### config.mk
export PLATFORM = sky130hd
export DESIGN_NAME = panel_dump_reader
export DESIGN_NICKNAME = d
export VERILOG_FILES = /design/src/rtl/panel_dump_reader.sv
export SDC_FILE = /design/constraint.sdc
export NUM_CORES = 1
export LEC_CHECK = 0
export CORE_ASPECT_RATIO = 1.5
export CORE_MARGIN = 5
export CORE_UTILIZATION = 29
export CTS_CLUSTER_DIAMETER = 150
export DETAILED_ROUTE_END_ITERATION = 10
export PLACE_DENSITY_LB_ADDON = 0.3
export SLEW_MARGIN = 5
export SYNTH_ARGS = -nofsm -noshare
export SYNTH_HDL_FRONTEND = slang
export SYNTH_SLANG_ARGS = --single-unit
### constraint.sdc
create_clock -name clock -period 2.55 [get_ports clock]
set_input_delay 0.255 -clock clock [delete_from_list [all_inputs] [get_ports clock]]
set_output_delay 0.255 -clock clock [all_outputs]
set_load 0.03 [all_outputs]
### src/rtl/panel_dump_reader.sv
// Reads a range of PDP-8 memory through the front panel: one Load PC, then
// one Examine per word, presenting each word on a valid/ready stream.
module panel_dump_reader #(
  parameter int SETUP_CYCLES  = 10,
  parameter int PULSE_CYCLES  = 10,
  parameter int SETTLE_CYCLES = 10
) (
  input  logic        clock,
  input  logic        resetN,
  input  logic        start,
  input  logic [11:0] start_addr,
  input  logic [12:0] count,
  output logic [11:0] sw,
  output logic        load_pc_btn,
  output logic        examine_btn,
  input  logic [11:0] led,
  output logic        out_valid,
  input  logic        out_ready,
  output logic [11:0] out_address,
  output logic [11:0] out_data,
  output logic        out_last,
  output logic        busy,
  output logic        done
);

  localparam int MAX_SP = (SETUP_CYCLES > PULSE_CYCLES) ? SETUP_CYCLES : PULSE_CYCLES;
  localparam int MAX_C  = (MAX_SP > SETTLE_CYCLES) ? MAX_SP : SETTLE_CYCLES;
  localparam int CW     = $clog2(MAX_C + 1);

  // Counters load N-1 and the state exits on the cycle the counter reads zero.
  localparam logic [CW-1:0] SETUP_LD  = CW'(SETUP_CYCLES - 1);
  localparam logic [CW-1:0] PULSE_LD  = CW'(PULSE_CYCLES - 1);
  localparam logic [CW-1:0] SETTLE_LD = CW'(SETTLE_CYCLES - 1);

  typedef enum logic [2:0] {
    S_IDLE      = 3'd0,
    S_LPC_SETUP = 3'd1,
    S_LPC_PULSE = 3'd2,
    S_LPC_HOLD  = 3'd3,
    S_EX_PULSE  = 3'd4,
    S_EX_SETTLE = 3'd5,
    S_OUTPUT    = 3'd6,
    S_FINISH    = 3'd7
  } state_t;

  state_t        state_q;
  logic [CW-1:0] cnt_q;
  logic [11:0]   addr_q;
  logic [12:0]   remain_q;
  logic [11:0]   sw_q;
  logic          load_pc_q;
  logic          examine_q;
  logic          out_valid_q;
  logic [11:0]   out_address_q;
  logic [11:0]   out_data_q;
  logic          out_last_q;
  logic          busy_q;
  logic          done_q;

  logic [11:0]   addr_d;
  logic [12:0]   remain_d;
  logic          cnt_zero_s;

  // Post-handshake address and remaining-word count; the address wraps at 4096.
  always_comb begin
    addr_d     = addr_q + 12'd1;
    remain_d   = remain_q - 13'd1;
    cnt_zero_s = (cnt_q == {CW{1'b0}});
  end

  // Dump sequencer; every output is a register updated together with the state.
  always_ff @(posedge clock or negedge resetN) begin
    if (!resetN) begin
      state_q       <= S_IDLE;
      cnt_q         <= {CW{1'b0}};
      addr_q        <= 12'd0;
      remain_q      <= 13'd0;
      sw_q          <= 12'd0;
      load_pc_q     <= 1'b0;
      examine_q     <= 1'b0;
      out_valid_q   <= 1'b0;
      out_address_q <= 12'd0;
      out_data_q    <= 12'd0;
      out_last_q    <= 1'b0;
      busy_q        <= 1'b0;
      done_q        <= 1'b0;
    end else begin
      case (state_q)
        S_IDLE: begin
          done_q <= 1'b0;
          if (start && (count != 13'd0)) begin
            addr_q   <= start_addr;
            remain_q <= count;
            sw_q     <= start_addr;
            cnt_q    <= SETUP_LD;
            busy_q   <= 1'b1;
            state_q  <= S_LPC_SETUP;
          end else if (start) begin
            busy_q  <= 1'b1;
            done_q  <= 1'b1;
            state_q <= S_FINISH;
          end else begin
            busy_q  <= 1'b0;
            state_q <= S_IDLE;
          end
        end

        S_LPC_SETUP: begin
          if (cnt_zero_s) begin
            load_pc_q <= 1'b1;
            cnt_q     <= PULSE_LD;
            state_q   <= S_LPC_PULSE;
          end else begin
            cnt_q <= cnt_q - {{(CW-1){1'b0}}, 1'b1};
          end
        end

        S_LPC_PULSE: begin
          if (cnt_zero_s) begin
            load_pc_q <= 1'b0;
            cnt_q     <= SETUP_LD;
            state_q   <= S_LPC_HOLD;
          end else begin
            cnt_q <= cnt_q - {{(CW-1){1'b0}}, 1'b1};
          end
        end

        S_LPC_HOLD: begin
          if (cnt_zero_s) begin
            examine_q <= 1'b1;
            cnt_q     <= PULSE_LD;
            state_q   <= S_EX_PULSE;
          end else begin
            cnt_q <= cnt_q - {{(CW-1){1'b0}}, 1'b1};
          end
        end

        S_EX_PULSE: begin
          if (cnt_zero_s) begin
            examine_q <= 1'b0;
            cnt_q     <= SETTLE_LD;
            state_q   <= S_EX_SETTLE;
          end else begin
            cnt_q <= cnt_q - {{(CW-1){1'b0}}, 1'b1};
          end
        end

        S_EX_SETTLE: begin
          if (cnt_zero_s) begin
            out_data_q    <= led;
            out_address_q <= addr_q;
            out_last_q    <= (remain_q == 13'd1);
            out_valid_q   <= 1'b1;
            state_q       <= S_OUTPUT;
          end else begin
            cnt_q <= cnt_q - {{(CW-1){1'b0}}, 1'b1};
          end
        end

        S_OUTPUT: begin
          if (out_ready) begin
            out_valid_q <= 1'b0;
            out_last_q  <= 1'b0;
            addr_q      <= addr_d;
            remain_q    <= remain_d;
            // The panel auto-increments PC on Examine, so later words need no Load PC.
            if (remain_q == 13'd1) begin
              done_q  <= 1'b1;
              state_q <= S_FINISH;
            end else begin
              examine_q <= 1'b1;
              cnt_q     <= PULSE_LD;
              state_q   <= S_EX_PULSE;
            end
          end else begin
            state_q <= S_OUTPUT;
          end
        end

        S_FINISH: begin
          done_q  <= 1'b0;
          busy_q  <= 1'b0;
          state_q <= S_IDLE;
        end

        default: begin
          load_pc_q   <= 1'b0;
          examine_q   <= 1'b0;
          out_valid_q <= 1'b0;
          busy_q      <= 1'b0;
          done_q      <= 1'b0;
          state_q     <= S_IDLE;
        end
      endcase
    end
  end

  assign sw          = sw_q;
  assign load_pc_btn = load_pc_q;
  assign examine_btn = examine_q;
  assign out_valid   = out_valid_q;
  assign out_address = out_address_q;
  assign out_data    = out_data_q;
  assign out_last    = out_last_q;
  assign busy        = busy_q;
  assign done        = done_q;

endmodule

==> results of run 1 <==
worst max-delay path, delay by kind of cell (launching register included):
family / cells / cell delay, ns
flip-flops: 1 / 0.40
AND/OR/NAND/NOR: 2 / 0.77
multiplexers: 1 / 0.35
buffers and inverters: 2 / 0.31
adder cells (fa/ha/maj): 1 / 0.14
layout make-up:
cell class | count | area [um^2] | area share, %
Clock buffer | 10 | 229 | 4.60
Clock inverter | 6 | 90.1 | 1.81
Inverter | 12 | 45.0 | 0.905
Multi-Input combinational cell | 251 | 1660 | 33.3
Sequential cell | 74 | 1850 | 37.2
Tap cell | 156 | 195 | 3.92
Timing Repair Buffer | 91 | 911 | 18.3
flip-flops by register name, summed over array words and instances (netlist names), 3 cells and up:
| name | cells |
|---|---|
| out_data | 12 |
| sw | 12 |
| out_address | 12 |
| cnt_q | 4 |
| state_q | 3 |
| addr_q | 12 |
| remain_q | 13 |
path summary, 6_finish.rpt:
path | start | to | slack [ns]
max reg2reg | cnt_q[0]$_DFFE_PN0P_ | out_address[1]$_DFFE_PN0P_ | 0.46
max | cnt_q[0]$_DFFE_PN0P_ | out_address[1]$_DFFE_PN0P_ | 0.46
min reg2reg | out_valid$_DFFE_PN0P_ | out_valid$_DFFE_PN0P_ | 0.48
min | resetN | load_pc_btn$_DFFE_PN0P_ | 0.05
max in group asynchronous | resetN | out_data[6]$_DFFE_PN0P_ | 1.84
min in group clock | out_valid$_DFFE_PN0P_ | out_valid$_DFFE_PN0P_ | 0.48
logic make-up (layout without fill, tap and decap cells):
family | count (synthesis) | in the layout | synth area share, %
fa+ha+maj | 5 | 5 | 1.71
flops | 74 | 74 | 50.6
buf+inv | 30 | 119 | 4.20
simple gates | 103 | 103 | 13.8
mux | 37 | 37 | 11.3
compound gates | 106 | 106 | 18.3
layout by cell type, fill, tap and decap left out, types with 2 or more instances in the layout:
cell             Yosys  final
nor2b_1              2      2
and3_1               3      3
o31a_1               2      2
buf_4                3      8
o31ai_1              3      3
nor3_1              11     11
a21oi_1             27     27
bufinv_16            0      2
nor2_1              32     32
inv_1               12     12
nor4_1               8      8
a41o_1               2      2
o22a_1               5      5
clkdlybuf4s50_1      0     81
o21ai_0             32     32
nand3_1             10     10
a31oi_1              5      5
dfrtp_1             74     74
nand2_1             24     24
nand4_1              3      3
and4_1               2      2
mux2_2              36     36
clkbuf_16            0      9
buf_12               0      2
o21a_1               5      5
o22ai_1              6      6
a21o_1               2      2
ha_1                 5      5
a22oi_1              2      2
o2bb2a_1             5      5
metrics by stage:
step | power (W) | std cells
after detailed placement | 0.00388 | 584
after floorplan | 0.00315 | 355
after CTS | 0.00527 | 600
after global placement | 0.00383 | 584
after global routing | 0.00554 | 600
final | 0.00522 | 600
layer usage:
layer	share of wire (%)	GRT usage (%)	up-vias
li1	-	-	1473
met2	52	23.0	82
met5	0	0	-
met4	2.5	6.45	0
met1	41	15.7	1499
met3	4.6	2.60	18
power breakdown:
| part | total [W] | switching [W] | internal (W) |
|---|---|---|---|
| clock | 0.00136 | 0.000497 | 0.000860 |
| combinational | 0.00188 | 0.00105 | 0.000836 |
| sequential | 0.00198 | 0.000404 | 0.00158 |
==> impl_results.md, run 1 <==
* Post-CTS Setup Inserts at 0
* Hold Fails Final Rpt at 0
* FFs w/ async S/R, synth at 100%
* Core ar. at roughly 12000 um^2
* Pleak at 2.11 nW
* DRT antenna net count at 0
* Via density at a little over 5
* Post-cts sizing count at 0
* Final net count at 485
* Die area at 15000 um^2
* Top cell type's share of synthesized area at 50.6%
* VDD IR max at 375 uV
* Top_reg_cell synth: dfrtp_1
* Port Buf Inserts at 82
* Total CTS buffers at 9
* Max-slew violations at 0
* Maximum clock rate at 478 MHz
* Count leader, synth: dfrtp_1
* Clk_skew at 0.00543 ns
* CTS tree: built
* WS Path Type: reg2reg
* DRC viols at 0
* Post-route cell area at 4980 um^2
* Top Ports at 83
* Synth Register Bits at 74
* Largest net degree at the start of global routing at 75
* Final WL at 9810 um
* Pre-CTS setup slack at 0.181 ns
* Fin crit period at 2.09 ns
* Most frequent cells after synthesis: dfrtp_1 (74), mux2_2 (36), nor2_1 (32), o21ai_0 (32), a21oi_1 (27)
* Row count at 50
* Layout area overhead at 35.9%
* Worst path required time at 2.76 ns
* First drt pass iteration count at 4
* Worst setup SP type: flip-flop
* Sequential share of the synthesized area at between 50% and 60%
* GRT Overall Usage at 13.4%
* Share of cells above drive strength 1 at 14.6%
* # setup viols final at 0
* Initial DRC count at around 120
* Initial antenna violation count at 0
* Hold_ws at 0.0486 ns
* Mapped Avg Cell Area at 10.3 um^2
* H-Tree Depth at 3
* Root Buffer: clkbuf_16
* Final setup margin at 0.458 ns
* Worst setup EP type: flip-flop
* DP HPWL at between 7000 and 8000 um
* Min-Delay Path Class: in2async
* Vias in the first global route at 3121
* Least-Margin Pin Slew at between 0.9 and 1 ns
* Chip width at 102 um
* Post-Syn Area at 3660 um^2
* Slew HR at 35.1%
* Synth cell types at 48
* Die height at 148 um
* Final core utilization at between 30% and 40%
* Critical Path, Cell by Cell: inv_1 > ha_1 > or3b_1 > nor3_4 > buf_12 > mux2_2
* Clock tree buffer depth at 2
* Arr. time, crit path at 2.31 ns
* Clock latency on the worst-skew pair at 0.33 ns
* Max-cap check violation count at 0
* TritonCTS Sinks at 74
* Area leader, netlist: dfrtp_1
* First-pass GRT wire length at about 16000 um
* Hold buffer count at CTS at 0
* Pwr Density at 1050 nW/um^2
* Cells after Synth at 355
* RePlAce Congestion at 0.901
* Status: complete, no violations
* GRT Residual Overflow at 0
* Slowest CP cell: or3b_1
* Filler Cell Count at ~1200
* Top cells by area, synth: dfrtp_1 (51%), mux2_2 (11%), o21ai_0 (4.4%)
* Initial core utilization at a little under 30%
* Path depth of the worst reg2reg path at 6
* Reg clk slew, reported paths at roughly 0.060 ns
* Critical path's largest stage delay at 0.53 ns
* WL/cell at 16.3 um
* Number of synthesized flops with an enable pin at 0
* Placed Area at 4660 um^2
* Ys Warns at 0
* ANT cells at 0
* RSZ-0062 raised after global routing: no
* Via count at just over 3000
* Syn nets at 401
* Setup TNS at 0 ns
* Final Cycle Share at 82.0%
* Crit path max fanout at 26
Power figures use the tool's default switching activity.
==> run 2: changes to the inputs <==
- clock period: 2.55 -> 2 ns (I/O delays scaled with it)
==> impl_results.md, run 2 (synthesis results as in run 1) <==
* RePlAce Congestion at about 0.9
* Total power at 0.00677 W
* Placed Area at 4870 um^2
* # setup viols final at 0
* Min-Delay Path Class: in2async
* WL/cell at 16.4 um
* Via count at 3201
* Reg clk slew, reported paths at ~0.06 ns
* DP HPWL at 7490 um
* CTS tree: built
* Final core utilization at between 40% and 50%
* Root Buffer: clkbuf_16
* Placed Cells at 605
* Share of cells above drive strength 1 at 20.2%
* Clk_skew at 0.00837 ns
* Initial DRC count at between 100 and 150
* DRT antenna net count at 0
* Filler Cell Count at ~1200
* GRT Overall Usage at 13.9%
* GRT Residual Overflow at 0
* Maximum clock rate at between 500 and 600 MHz
* Most common cell after layout, fill and taps aside: clkdlybuf4s50_1
* Via density at 5.15
* Crit path max fanout at 19
* Slew HR at around 62%
* Crit path launch: count[10]
* Vias in the first global route at 3275
* Reg2reg start: cnt_q[0]$_DFFE_PN0P_
* Max-slew violations at 0
* Worst path required time at 2.22 ns
* Clock latency on the worst-skew pair at 0.33 ns
* Initial core utilization at about 29%
* Worst setup SP type: input port
* Total CTS buffers at 9
* WS Path Type: in2reg
* Layout area overhead at 41.9%
* Core ar. at ~12000 um^2
* Max-cap check violation count at 0
* Die area at 15000 um^2
* Arr. time, crit path at 2.17 ns
* H-Tree Depth at 3
* First-pass GRT wire length at 16500 um
* Most frequent cells in the layout: clkdlybuf4s50_1 (81), dfrtp_1 (74), mux2_2 (36)
* Largest net degree at the start of global routing at 35
* Worst setup EP type: flip-flop
* DRC viols at 0
* Status: complete, no violations
* Max reg flops at 13
* TritonCTS Sinks at 74
* Final cell count without fillers at 622
* Pwr Density at 1300 nW/um^2
* Initial antenna violation count at 0
* Least-Margin Pin Slew at roughly 0.57 ns
* Top Ports at 83
* Chip width at approximately 100 um
* Final net count at 508
* Port Buf Inserts at between 80 and 90
* ANT cells at 0
* Row count at 50
* Final WL at about 10000 um
* Clock tree buffer depth at 2
* Register with the most flip-flops: remain_q
* First drt pass iteration count at 4
* Hold Fails Final Rpt at 0
* Die height at about 150 um
* Fin crit period at 1.95 ns
* Final Cycle Share at between 90% and 100%
* VDD IR max at 544 uV
* Post-route cell area at between 5000 and 6000 um^2
* Pleak at roughly 2.2 nW
## run 2: worst paths after layout
path | to | slack (ns) | cells after the start
worst max register to register | cnt_q[3]$_DFFE_PN0P_ | 0.10 | 8
worst max-delay path | addr_q[4]$_DFFE_PN0P_ | 0.05 | 7
worst min register to register | out_valid$_DFFE_PN0P_ | 0.49 | 1
min in group clock | out_data[2]$_DFFE_PN0P_ | 0.48 | 2
worst min-delay path | load_pc_btn$_DFFE_PN0P_ | 0.36 | 2
max in group asynchronous | remain_q[0]$_DFFE_PN0P_ | 1.05 | 3
## run 2: final cells by class
class	instances	area (um^2)	area share [%]
flip-flops and latches	74	1850	35.6
multi-input cells	251	1680	32.2
repair buffers	114	1140	21.9
clock buffers	9	225	4.33
well taps	156	195	3.76
clock inverters	6	67.6	1.30
inverters	12	45.0	0.867
## run 2: power breakdown
part           switching (W)  internal (W)
clock network       0.000638      0.000963
registers           0.000474       0.00201
logic                0.00144       0.00125
total                0.00255       0.00422
## run 2: repair_timing
| item | in CTS | in global routing |
|---|---|---|
| endpoints found under the setup margin | 0 | 7 |
| hold endpoints to repair | 32 | 0 |
| hold buffers | 1 | 0 |
| buffers inserted | 0 | 1 |
| resized for setup | 0 | 8 |
## run 2: metrics by stage
step	setup WS (ns)	hold WS, ns	setup TNS (ns)
final	0.0500	0.365	0
after global routing	-0.00867	0.406	-0.00867
after CTS	0.0594	0.386	0
after detailed placement	-0.292	0.183	-7.96
after global placement	-0.257	0.181	-7.18
after floorplan	0.00802	-0.0956	0
## run 2: worst max-delay path: stages
cell	delay (ns)
clkdlybuf4s50_1	0.45
nor4_1	0.54
a41o_1	0.32
o21a_2	0.16
buf_12	0.15
a21oi_1	0.05
o2bb2a_1	0.30
## run 2: metal layers
layer	share of wire, %	track usage [%]	up-vias	wire length (um)
met1	40	16.3	1563	4120
li1	-	-	1531	-
met4	2.1	5.26	0	213
met5	0	0	-	0
met2	52	24.1	90	5350
met3	5.2	3.26	17	527
==> run 3: changes to the inputs <==
- CORE_MARGIN: 5 -> not set
==> impl_results.md, run 3 (synthesis results as in run 1) <==
* RePlAce Congestion at 0.829
* Status: complete, no violations
* Die height at 140 um
* Crit path max fanout at 6
* Total CTS buffers at 9
* RSZ-0062 raised after global routing: yes
* Max-slew violations at 0
* Initial antenna violation count at 0
* Initial DRC count at 151
* Critical Path, Cell by Cell: inv_2 > ha_1 > or3b_4 > nor3_4 > buf_12 > clkbuf_16 > mux2_2
* Total power at 0.00695 W
* Maximum clock rate at between 500 and 600 MHz
* Worst path required time at 2.23 ns
* # setup viols final at 0
* Worst setup SP type: flip-flop
* Via count at 3231
* DRT antenna net count at 0
* Die area at 13100 um^2
* First drt pass iteration count at 4
* Final Cycle Share at 99.2%
* Multi-input gate area at 1720 um^2
* WS Path Type: reg2reg
* Slew HR at 61.8%
* First-pass GRT wire length at 16300 um
* Chip width at roughly 94 um
* Clock latency on the worst-skew pair at 0.34 ns
* CTS tree: built
* Clock tree buffer depth at 2
* Max reg flops at 13
* Slowest CP cell: or3b_4
* DRC viols at 0
* Initial core utilization at 30.2%
* Pwr Density at 1300 nW/um^2
* Pleak at roughly 2.3 nW
* Reg clk slew, reported paths at 0.06 ns
* Register area at about 1900 um^2
* VDD IR max at 586 uV
* Worst setup EP type: flip-flop
* Hold Fails Final Rpt at 0
* Fin crit period at 1.98 ns
* Final core utilization at a little over two fifths
* Register with the most flip-flops: remain_q
* Critical path's largest stage delay at 0.41 ns
* Row count at 49
* Setup TNS at 0 ns
* Final setup margin at 0.0161 ns
* Largest net degree at the start of global routing at 43
* Filler Cell Count at 1182
* Core ar. at 12100 um^2
* TritonCTS Sinks at 74
* Final net count at 511
* GRT Residual Overflow at 0
* Port Buf Inserts at 82
* GRT Overall Usage at 16.1%
* Share of cells above drive strength 1 at 19.7%
* WL/cell at 16.6 um
* Layout area overhead at 45.7%
* Min-Delay Path Class: in2async
* DP HPWL at 7100 um
* ANT cells at 0
* Vias in the first global route at roughly 3400
* Clk_skew at 0.00761 ns
* Most frequent cells in the layout: clkdlybuf4s50_1 (81), dfrtp_1 (74), nor2_1 (32)
* Pre-CTS setup slack at -0.211 ns
* Max-cap check violation count at 0
* H-Tree Depth at 3
* Arr. time, crit path at 2.21 ns
* Via density at around 5.2
* Most common cell after layout, fill and taps aside: clkdlybuf4s50_1
* Top Ports at 83
* Least-Margin Pin Slew at 0.567 ns
* Root Buffer: clkbuf_16
* Final WL at 10300 um
==> run 3: routing by layer <==
layer | routed length (um) | share of wire [%] | global-route usage [%] | vias up
li1 | - | - | - | 1528
met1 | 4260 | 41 | 18.9 | 1591
met2 | 5220 | 51 | 26.6 | 91
met3 | 545 | 5.3 | 4.43 | 21
met4 | 274 | 2.7 | 8.42 | 0
met5 | 0 | 0 | 0 | -
==> run 3: area by class of cell <==
type	instances	area share (%)
Timing Repair Buffer	117	22.4
Clock inverter	5	1.97
Inverter	12	0.844
Tap cell	153	3.59
Multi-Input combinational cell	251	32.3
Clock buffer	9	4.22
Sequential cell	74	34.7
==> run 3: timing repair <==
item | in CTS | in global routing
endpoints found under the setup margin | 0 | 31
hold buffers | 1 | 0
hold endpoints to repair | 41 | 0
setup buffers | 0 | 5
resized for setup | 0 | 19
==> run 3: metrics by stage <==
stage	hold slack (ns)	std cells	area, um^2
floorplan	-0.0956	355	3660
global placement	0.225	598	4820
detailed placement	0.232	598	4820
CTS	0.411	613	5160
global route	0.454	621	5340
finish	0.394	621	5340
==> run 3: worst max-delay path, delay by kind of cell, from the launching register on <==
kind | cells | cell delay (ns)
adder cells (fa/ha/maj) | 1 | 0.12
flip-flops | 1 | 0.40
buffers and inverters | 3 | 0.37
AND/OR/NAND/NOR | 2 | 0.64
multiplexers | 1 | 0.33
==> run 3: worst paths after layout <==
kind                            slack, ns  cells past startpoint                        to                   from
max in group asynchronous            1.00                      3  remain_q[12]$_DFFE_PN0P_                 resetN
worst max register to register       0.02                      7   out_data[4]$_DFFE_PN0P_   cnt_q[0]$_DFFE_PN0P_
min in group clock                   0.47                      2   out_data[1]$_DFFE_PN0P_                 led[1]
worst max-delay path                 0.02                      7   out_data[4]$_DFFE_PN0P_   cnt_q[0]$_DFFE_PN0P_
worst min-delay path                 0.39                      2         sw[9]$_DFFE_PN0P_                 resetN
worst min register to register       0.49                      1     out_valid$_DFFE_PN0P_  out_valid$_DFFE_PN0P_
==> run 3: where the power goes <==
part / internal [W] / leakage [nW] / total [W] / switching, W
clock network: 0.00120 / 0.154 / 0.00182 / 0.000618
logic: 0.00123 / 1.20 / 0.00260 / 0.00138
registers: 0.00201 / 0.927 / 0.00252 / 0.000515
